<file path="src/rtl/conv_flatten.sv">
// conv_flatten: layer-2 flatten stage.
// Reads the two pooled 32x32 maps (k0 on csel 011, k1 on csel 100) and writes
// them interleaved to the flatten region (csel 101): k0 -> even, k1 -> odd.
// Four cycles per pixel: RD0, RD1, WR0, WR1. All bus outputs are decoded from
// registered state only.
// Optional feature macro: FLAT_CHECKSUM_EN adds flat_sum, a 32-bit wrapping
// sum of every word written during the current/last run.
module conv_flatten #(
  parameter int unsigned N_PIX = 1024,
  parameter int unsigned AW    = 12,
  parameter int unsigned DW    = 20
) (
  input  logic          clk,
  input  logic          reset,
  input  logic          ready,
  output logic          busy,
  output logic          crd,
  output logic [AW-1:0] caddr_rd,
  input  logic [DW-1:0] cdata_rd,
  output logic          cwr,
  output logic [AW-1:0] caddr_wr,
  output logic [DW-1:0] cdata_wr,
  output logic [2:0]    csel
`ifdef FLAT_CHECKSUM_EN
  ,
  output logic [31:0]   flat_sum
`endif
);

  localparam logic [2:0] StIdle = 3'd0;
  localparam logic [2:0] StRd0  = 3'd1;
  localparam logic [2:0] StRd1  = 3'd2;
  localparam logic [2:0] StWr0  = 3'd3;
  localparam logic [2:0] StWr1  = 3'd4;
  localparam logic [2:0] StDone = 3'd5;

  localparam logic [2:0] SelIdle = 3'b000;
  localparam logic [2:0] SelK0   = 3'b011;
  localparam logic [2:0] SelK1   = 3'b100;
  localparam logic [2:0] SelFlat = 3'b101;

  localparam logic [AW-1:0] LastPix = AW'(N_PIX - 1);

  logic [2:0]    state_q, state_d;
  logic [AW-1:0] pix_q, pix_d;
  logic [DW-1:0] buf0_q, buf1_q;
  logic [AW-1:0] wr_base;

  // 2*pix computed at AW bits
  assign wr_base = {pix_q[AW-2:0], 1'b0};

  // Next-state logic and pixel counter update
  always_comb begin
    state_d = state_q;
    pix_d   = pix_q;
    case (state_q)
      StIdle: begin
        if (ready) begin
          state_d = StRd0;
          pix_d   = '0;
        end
      end
      StRd0:  state_d = StRd1;
      StRd1:  state_d = StWr0;
      StWr0:  state_d = StWr1;
      StWr1: begin
        if (pix_q == LastPix) begin
          state_d = StDone;
        end else begin
          pix_d   = pix_q + AW'(1);
          state_d = StRd0;
        end
      end
      StDone:  state_d = StIdle;
      default: state_d = StIdle;
    endcase
  end

  // State and pixel counter registers
  always_ff @(posedge clk or posedge reset) begin
    if (reset) begin
      state_q <= StIdle;
      pix_q   <= '0;
    end else begin
      state_q <= state_d;
      pix_q   <= pix_d;
    end
  end

  // Read data arrives one cycle after its address: k0 lands at the end of RD1,
  // k1 at the end of WR0
  always_ff @(posedge clk or posedge reset) begin
    if (reset) begin
      buf0_q <= '0;
      buf1_q <= '0;
    end else begin
      if (state_q == StRd1) buf0_q <= cdata_rd;
      if (state_q == StWr0) buf1_q <= cdata_rd;
    end
  end

  // Bus outputs decoded from registered state
  always_comb begin
    busy     = (state_q != StIdle);
    crd      = 1'b0;
    cwr      = 1'b0;
    caddr_rd = '0;
    caddr_wr = '0;
    cdata_wr = '0;
    csel     = SelIdle;
    case (state_q)
      StRd0: begin
        crd      = 1'b1;
        csel     = SelK0;
        caddr_rd = pix_q;
      end
      StRd1: begin
        crd      = 1'b1;
        csel     = SelK1;
        caddr_rd = pix_q;
      end
      StWr0: begin
        cwr      = 1'b1;
        csel     = SelFlat;
        caddr_wr = wr_base;
        cdata_wr = buf0_q;
      end
      StWr1: begin
        cwr      = 1'b1;
        csel     = SelFlat;
        caddr_wr = wr_base + AW'(1);
        cdata_wr = buf1_q;
      end
      default: ;
    endcase
  end

`ifdef FLAT_CHECKSUM_EN
  logic [31:0] sum_q;

  // Running sum of written words; cleared on start, held after DONE
  always_ff @(posedge clk or posedge reset) begin
    if (reset) begin
      sum_q <= '0;
    end else if ((state_q == StIdle) && ready) begin
      sum_q <= '0;
    end else if (cwr) begin
      sum_q <= sum_q + 32'(cdata_wr);
    end
  end

  assign flat_sum = sum_q;
`endif

endmodule

</file>
<file path="config.mk">
export PLATFORM = sky130hd
export DESIGN_NAME = conv_flatten
export DESIGN_NICKNAME = d
export VERILOG_FILES = /design/src/rtl/conv_flatten.sv
export SDC_FILE = /design/constraint.sdc
export NUM_CORES = 1
export LEC_CHECK = 0
export BUFFER_PORTS_ARGS = -buffer_cell sky130_fd_sc_hd__buf_4
export CAP_MARGIN = 15
export CORE_MARGIN = 2
export CORE_UTILIZATION = 56
export DETAILED_ROUTE_END_ITERATION = 6
export PLACE_DENSITY = 0.8
export REMOVE_ABC_BUFFERS = 1
export SLEW_MARGIN = 20
export SYNTH_ARGS = -nofsm -noshare
export SYNTH_HDL_FRONTEND = slang
export SYNTH_SLANG_ARGS = --single-unit
</file>
<file path="constraint.sdc">
create_clock -name clk -period 5 [get_ports clk]
set_input_delay 1.25 -clock clk [delete_from_list [all_inputs] [get_ports clk]]
set_output_delay 1.25 -clock clk [all_outputs]
set_load 0.02 [all_outputs]
</file>
==> results_dict.tcl, run 1 <==
set metrics [dict create \
    seq_area_frac_synth_pct 50.4 \
    placed_cells 399 \
    worst-setup-path-type "reg2out" \
    setup_viol 0 \
    hpwl_mm 4.17 \
    design_area_sq_um 3410 \
    period_minus_slack_ns 4.00 \
    post_drt_wl_per_cell_um 14.9 \
    crit_slowest_cell "dfrtp_1" \
    startpoint_type "flip-flop" \
    insertion_delay_ns 0.32 \
    postCtsSetupBuffers 0 \
    first_pass_iters 4 \
    dp_slack_ns 1.37 \
    swShare_pct 40.7 \
    clk_pin_slew_worst_paths_ns 0.10 \
    numCtsBuffers 5 \
    crit_arrival_ns 2.75 \
    slew_headroom_pct 50.2 \
    die_h_um 73.9 \
    io_pins 73 \
    grt_max_degree 56 \
    drt-total-wl_mm 6.08 \
    seqPwrFrac_pct 38.9 \
    cpLargestDelayFamily "buffers and inverters" \
    hold_depth 2 \
    max-cap-violations 0 \
    pwr-share-clk_pct 13.5 \
    avgSynthCellArea_sq_um 10.0 \
    stdcell_count 407 \
    cts_max_path_buffers 2 \
    core_area_sq_um 4720 \
    placementRows 25 \
    num_vias 2256 \
    vias_per_cell 5.54 \
    nets 363 \
    drive_above_1_share_pct 36.5 \
    endpoint_kind "output pin" \
    r2r_cells 6 \
    cts_tree "built" \
    dpl_cell_area_sq_um 3320 \
    start_util_pct 57.9 \
    globalRoute.totalOverflow 0 \
    clock_sinks 55 \
    antenna_found_initial 0 \
    clock-root-buffer "clkbuf_8" \
    area_delta_synth_final_pct 25.0 \
    ctsResizeCount 0 \
    p_int_w 0.00114 \
    grt_pass1_wl_mm 9.89 \
    gp_congestion 0.799 \
    hold_violations 0 \
    final_max_slew_viol_count 0 \
    p_sw_w 0.000785 \
    whs_ns 0.486 \
    netlist_area_sq_um 2730 \
    synth_cells 272 \
    htreeDepth 2 \
    hp-class "reg2reg" \
    p_leak_nw 1.71 \
    worst_pin_slew_ns 0.745 \
    port_buffers 72 \
    synth-seq-cells 55 \
    worst-path-buf-inv 3 \
    max_freq_mhz 250 \
    cp_num_cells 5 \
    period_share_pct 80.0 \
    cp_cell_sequence "or3b_2, inv_1, buf_4, a22o_1, buf_4" \
    setup_slack_ns 0.998 \
    ant_nets 0 \
    die_w_um 73.9 \
    p_per_area_nw_per_um2 564 \
    yosysWarningCount 0 \
    crit_path_max_incr_delay_ns 0.64 \
    die-area_sq_um 5450 \
    skew_ns 0.0153 \
    rsz0062_at_grt "no" \
    grt_usage_pct 23.9 \
    path_common_cell "buf_4" \
    grt_pass1_vias 2135 \
    antenna_cells 0 \
    drtIter0Drc 115 \
    cts_hold_buf 0 \
    route.detailed.drc 0 \
    vdd_drop_max_uv 338 \
    ys_types 44 \
    combPwrFrac_pct 47.6 \
    crit_fanout 20 \
    tns_ns 0 \
    outcome "complete, no violations" \
    cp.required_ns 3.75 \
]
-- tightest hold or removal path, stage by stage (launching register included) --
cell and delay (ns):
dfrtp_1 0.35, nand2_1 0.05, nand2_1 0.05
-- sequential cells by signal, indices dropped and copies added (netlist names) --
register	flops
buf0_q	20
buf1_q	20
pix_q	12
state_q	3
-- metrics by stage --
step / power, W / util, %
finish: 0.00193 / 72.3
global route: 0.00206 / 72.3
CTS: 0.00195 / 72.3
detailed placement: 0.00168 / 70.3
global placement: 0.00165 / 70.3
floorplan: 0.00134 / -
-- power by group through the flow --
stage	combinational [W]	sequential, W	clock [W]
2_1_floorplan	0.000617	0.000725	0
3_3_place_gp	0.000898	0.000752	0
3_5_place_dp	0.000924	0.000759	0
4_1_cts	0.000931	0.000749	0.000267
5_1_grt	0.00100	0.000776	0.000281
6_report	0.000918	0.000749	0.000260
-- cell type report --
class                      count  area, sq um
clock buffer                   6         82.6
timing repair buffer          76          571
fill                         382         1310
multi-input combinational    194         1260
sequential                    55         1380
tap                           67         83.8
clock inverter                 2         13.8
inverter                       7         26.3
-- cell usage after synthesis --
cell	n	share of area, %
a211o_2	3	1.1
a211oi_1	2	0.55
a21oi_1	5	0.92
a22o_1	20	6.4
a22o_2	2	0.73
a31oi_1	1	0.23
and2_1	14	3.2
and2_2	2	0.55
and3_1	1	0.23
and4_1	1	0.32
and4_4	1	0.41
buf_2	4	0.73
buf_4	1	0.27
buf_6	1	0.41
clkbuf_1	10	1.4
dfrtp_1	55	50
ha_1	1	0.46
inv_1	7	0.96
mux2_2	20	8.2
mux2_4	1	0.55
mux2i_1	1	0.37
nand2_1	69	9.5
nand2_4	1	0.41
nand2b_1	1	0.23
nand3_1	5	0.92
nand4_1	1	0.23
nor2_1	9	1.2
nor3_1	6	1.1
nor3b_1	1	0.27
nor4_1	1	0.23
nor4b_1	1	0.32
o211ai_1	2	0.55
o21a_1	1	0.27
o21ai_0	6	1.1
o21ba_2	1	0.37
o22a_2	2	0.73
o311a_1	1	0.37
o41ai_1	2	0.64
o41ai_4	1	1.0
or2_2	2	0.46
or3_1	2	0.46
or3b_2	1	0.32
or4_1	1	0.27
xnor2_1	2	0.64
-- cell usage in the layout, fill, tap and decap left out, types with 3 or more instances in the layout --
master    instances
buf_4            76
nand2_1          69
dfrtp_1          55
mux2_2           20
a22o_1           20
and2_1           14
nor2_1            8
o21ai_0           6
inv_1             6
clkbuf_8          6
nand3_1           5
a21oi_1           5
nor3_1            5
a211o_2           3
-- cell families (layout without fill, tap and decap cells) --
| logic type | Yosys count | in the layout | share of synthesized area [%] |
|---|---|---|---|
| and+or+nand+nor | 120 | 120 | 20.7 |
| DFF | 55 | 55 | 50.4 |
| AOI/OAI and AO/OA | 49 | 49 | 15.0 |
| buffers and inverters | 23 | 91 | 3.76 |
| muxes | 22 | 22 | 9.16 |
| xor gates and xnor gates | 2 | 2 | 0.641 |
| adders and majority gates | 1 | 1 | 0.458 |
-- per-layer routing --
layer | vias up | share of wire (%) | global-route usage, %
li1 | 1074 | - | -
met1 | 1104 | 43 | 31.7
met2 | 70 | 49 | 38.0
met3 | 8 | 6.4 | 6.86
met4 | 0 | 1.4 | 7.47
met5 | - | 0 | 0
-- final timing paths --
check	startpoint	end	slack (ns)
worst max-delay path	state_q[2]	cdata_wr[10]	1.0
worst min-delay path	buf1_q[12]	buf1_q[12]	0.49
worst max register to register	state_q[2]	pix_q[6]	2.33
worst min register to register	buf1_q[12]	buf1_q[12]	0.49
max in group asynchronous	reset	pix_q[7]	3.43
min in group asynchronous	reset	buf1_q[10]	1.10
Power figures use the tool's default switching activity.
==> run 2: changes to the inputs <==
Settings changed: CORE_UTILIZATION 56 to 52, PLACE_DENSITY 0.8 to 0.75.
Clock period 5 ns to 3.9 ns, I/O delays scaled along.
==> results_dict.tcl, run 2 (synthesized netlist as in run 1, its figures left out) <==
set metrics [dict create \
    worstReg2RegStart "state_q[2]" \
    whs_ns 0.486 \
    start_util_pct 53.8 \
    drt-total-wl_mm 6.07 \
    core_area_sq_um 5070 \
    die_w_um 76.5 \
    route.detailed.drc 0 \
    slew_headroom_pct 52.1 \
    io_pins 73 \
    area_delta_synth_final_pct 26.0 \
    cts_tree "built" \
    post_drt_wl_per_cell_um 14.8 \
    crit_fanout 25 \
    gp_congestion 0.846 \
    r2r_cells 5 \
    tns_ns 0 \
    cp.required_ns 2.92 \
    first_pass_iters 4 \
    worst-setup-path-type "reg2out" \
    vias_per_cell 5.41 \
    setup_slack_ns 0.405 \
    period_minus_slack_ns 3.50 \
    ctsResizeCount 0 \
    hold_violations 0 \
    period_share_pct 89.6 \
    clk_pin_slew_worst_paths_ns 0.10 \
    startpoint_type "flip-flop" \
    max-cap-violations 0 \
    ff_latch_area_sq_um 1380 \
    cts_hold_buf 0 \
    drtIter0Drc 123 \
    final_common_cell "buf_4" \
    p_per_area_nw_per_um2 735 \
    port_buffers 72 \
    rrSetupSlack_ns 1.44 \
    num_vias 2218 \
    multi_input_area_sq_um 1260 \
    p_leak_nw 1.72 \
    grt_max_degree 42 \
    biggestRegsByFlops "buf0_q (20), buf1_q (20), pix_q (12)" \
    antenna_found_initial 0 \
    die-area_sq_um 5850 \
    grt_usage_pct 22.0 \
    postCtsSetupBuffers 0 \
    grt_pass1_wl_mm 10.5 \
    dp_slack_ns 0.770 \
    outcome "complete, no violations" \
    nets 363 \
    grt_pass1_vias 2267 \
    vdd_drop_max_uv 413 \
    max_freq_mhz 286 \
    r2r-end "state_q[2]" \
    layout_common_cells "buf_4 (76), nand2_1 (69), dfrtp_1 (55)" \
    hp-class "reg2reg" \
    skew_ns 0.00581 \
    hpwl_mm 4.14 \
    placementRows 26 \
    final_max_slew_viol_count 0 \
    die_h_um 76.5 \
    globalRoute.totalOverflow 0 \
    insertion_delay_ns 0.30 \
    numCtsBuffers 5 \
    drive_above_1_share_pct 36.5 \
    clock_sinks 55 \
    antenna_cells 0 \
    min_from "buf1_q[5]" \
    rsz0062_at_grt "no" \
    crit_arrival_ns 2.52 \
    clock-root-buffer "clkbuf_8" \
    endpoint_kind "output pin" \
    holdPathEnd "buf1_q[5]" \
    cts_max_path_buffers 2 \
    num-fill-cells 434 \
    htreeDepth 2 \
    hold_depth 2 \
    setup_viol 0 \
    ant_nets 0 \
    worst_pin_slew_ns 0.717 \
]
run 2: cell types whose count changed in the layout (fill, tap and decap cells not counted), sizes merged:
| cell | previous run | this run |
|---|---|---|
| bufinv | 0 | 1 |
| clkinv | 1 | 0 |
run 2: through the flow:
stage	instances	total power, W	utilization [%]	cell area [sq um]
floorplan	256	0.00172	-	2660
global placement	402	0.00211	65.5	3320
detailed placement	402	0.00215	65.5	3320
CTS	410	0.00255	67.9	3440
global route	410	0.00272	67.9	3440
finish	410	0.00253	67.9	3440
run 2: metal layers:
| metal | track usage, % | share of wire [%] | vias up |
|---|---|---|---|
| met1 | 28.3 | 44 | 1071 |
| met3 | 4.86 | 4.9 | 8 |
| met5 | 0 | 0 | - |
| met2 | 37.0 | 49 | 62 |
| li1 | - | - | 1077 |
| met4 | 7.27 | 1.3 | 0 |
run 2: where the power goes:
| part | total (W) | internal (W) | switching, W |
|---|---|---|---|
| combinational | 0.00117 | 0.000513 | 0.000658 |
| clock | 0.000398 | 0.000211 | 0.000186 |
| sequential | 0.000963 | 0.000805 | 0.000157 |
run 2: worst max-delay path by stage:
stage,from,endpoint,slack (ns),cells after the start
final,state_q[2],cdata_wr[8],0.40,5
after global routing,state_q[2],cdata_wr[8],0.23,5
after CTS,state_q[2],cdata_wr[8],0.41,5
after detailed placement,state_q[2],cdata_wr[4],0.77,5
after global placement,state_q[2],cdata_wr[4],0.82,5
after floorplan,state_q[2],cdata_wr[0],0.55,3
run 2: area by class of cell:
class                           count  share of cell area [%]
Inverter                            7                   0.763
Timing Repair Buffer               76                    16.6
Sequential cell                    55                    40.0
Tap cell                           70                    2.54
Multi-Input combinational cell    194                    36.6
Clock inverter                      2                    1.13
Clock buffer                        6                    2.40
run 2: critical path, stage by stage (launching register included):
cell     delay, ns
dfrtp_1       0.63
or3b_2        0.65
inv_1         0.22
buf_4         0.33
a22o_1        0.22
buf_4         0.15
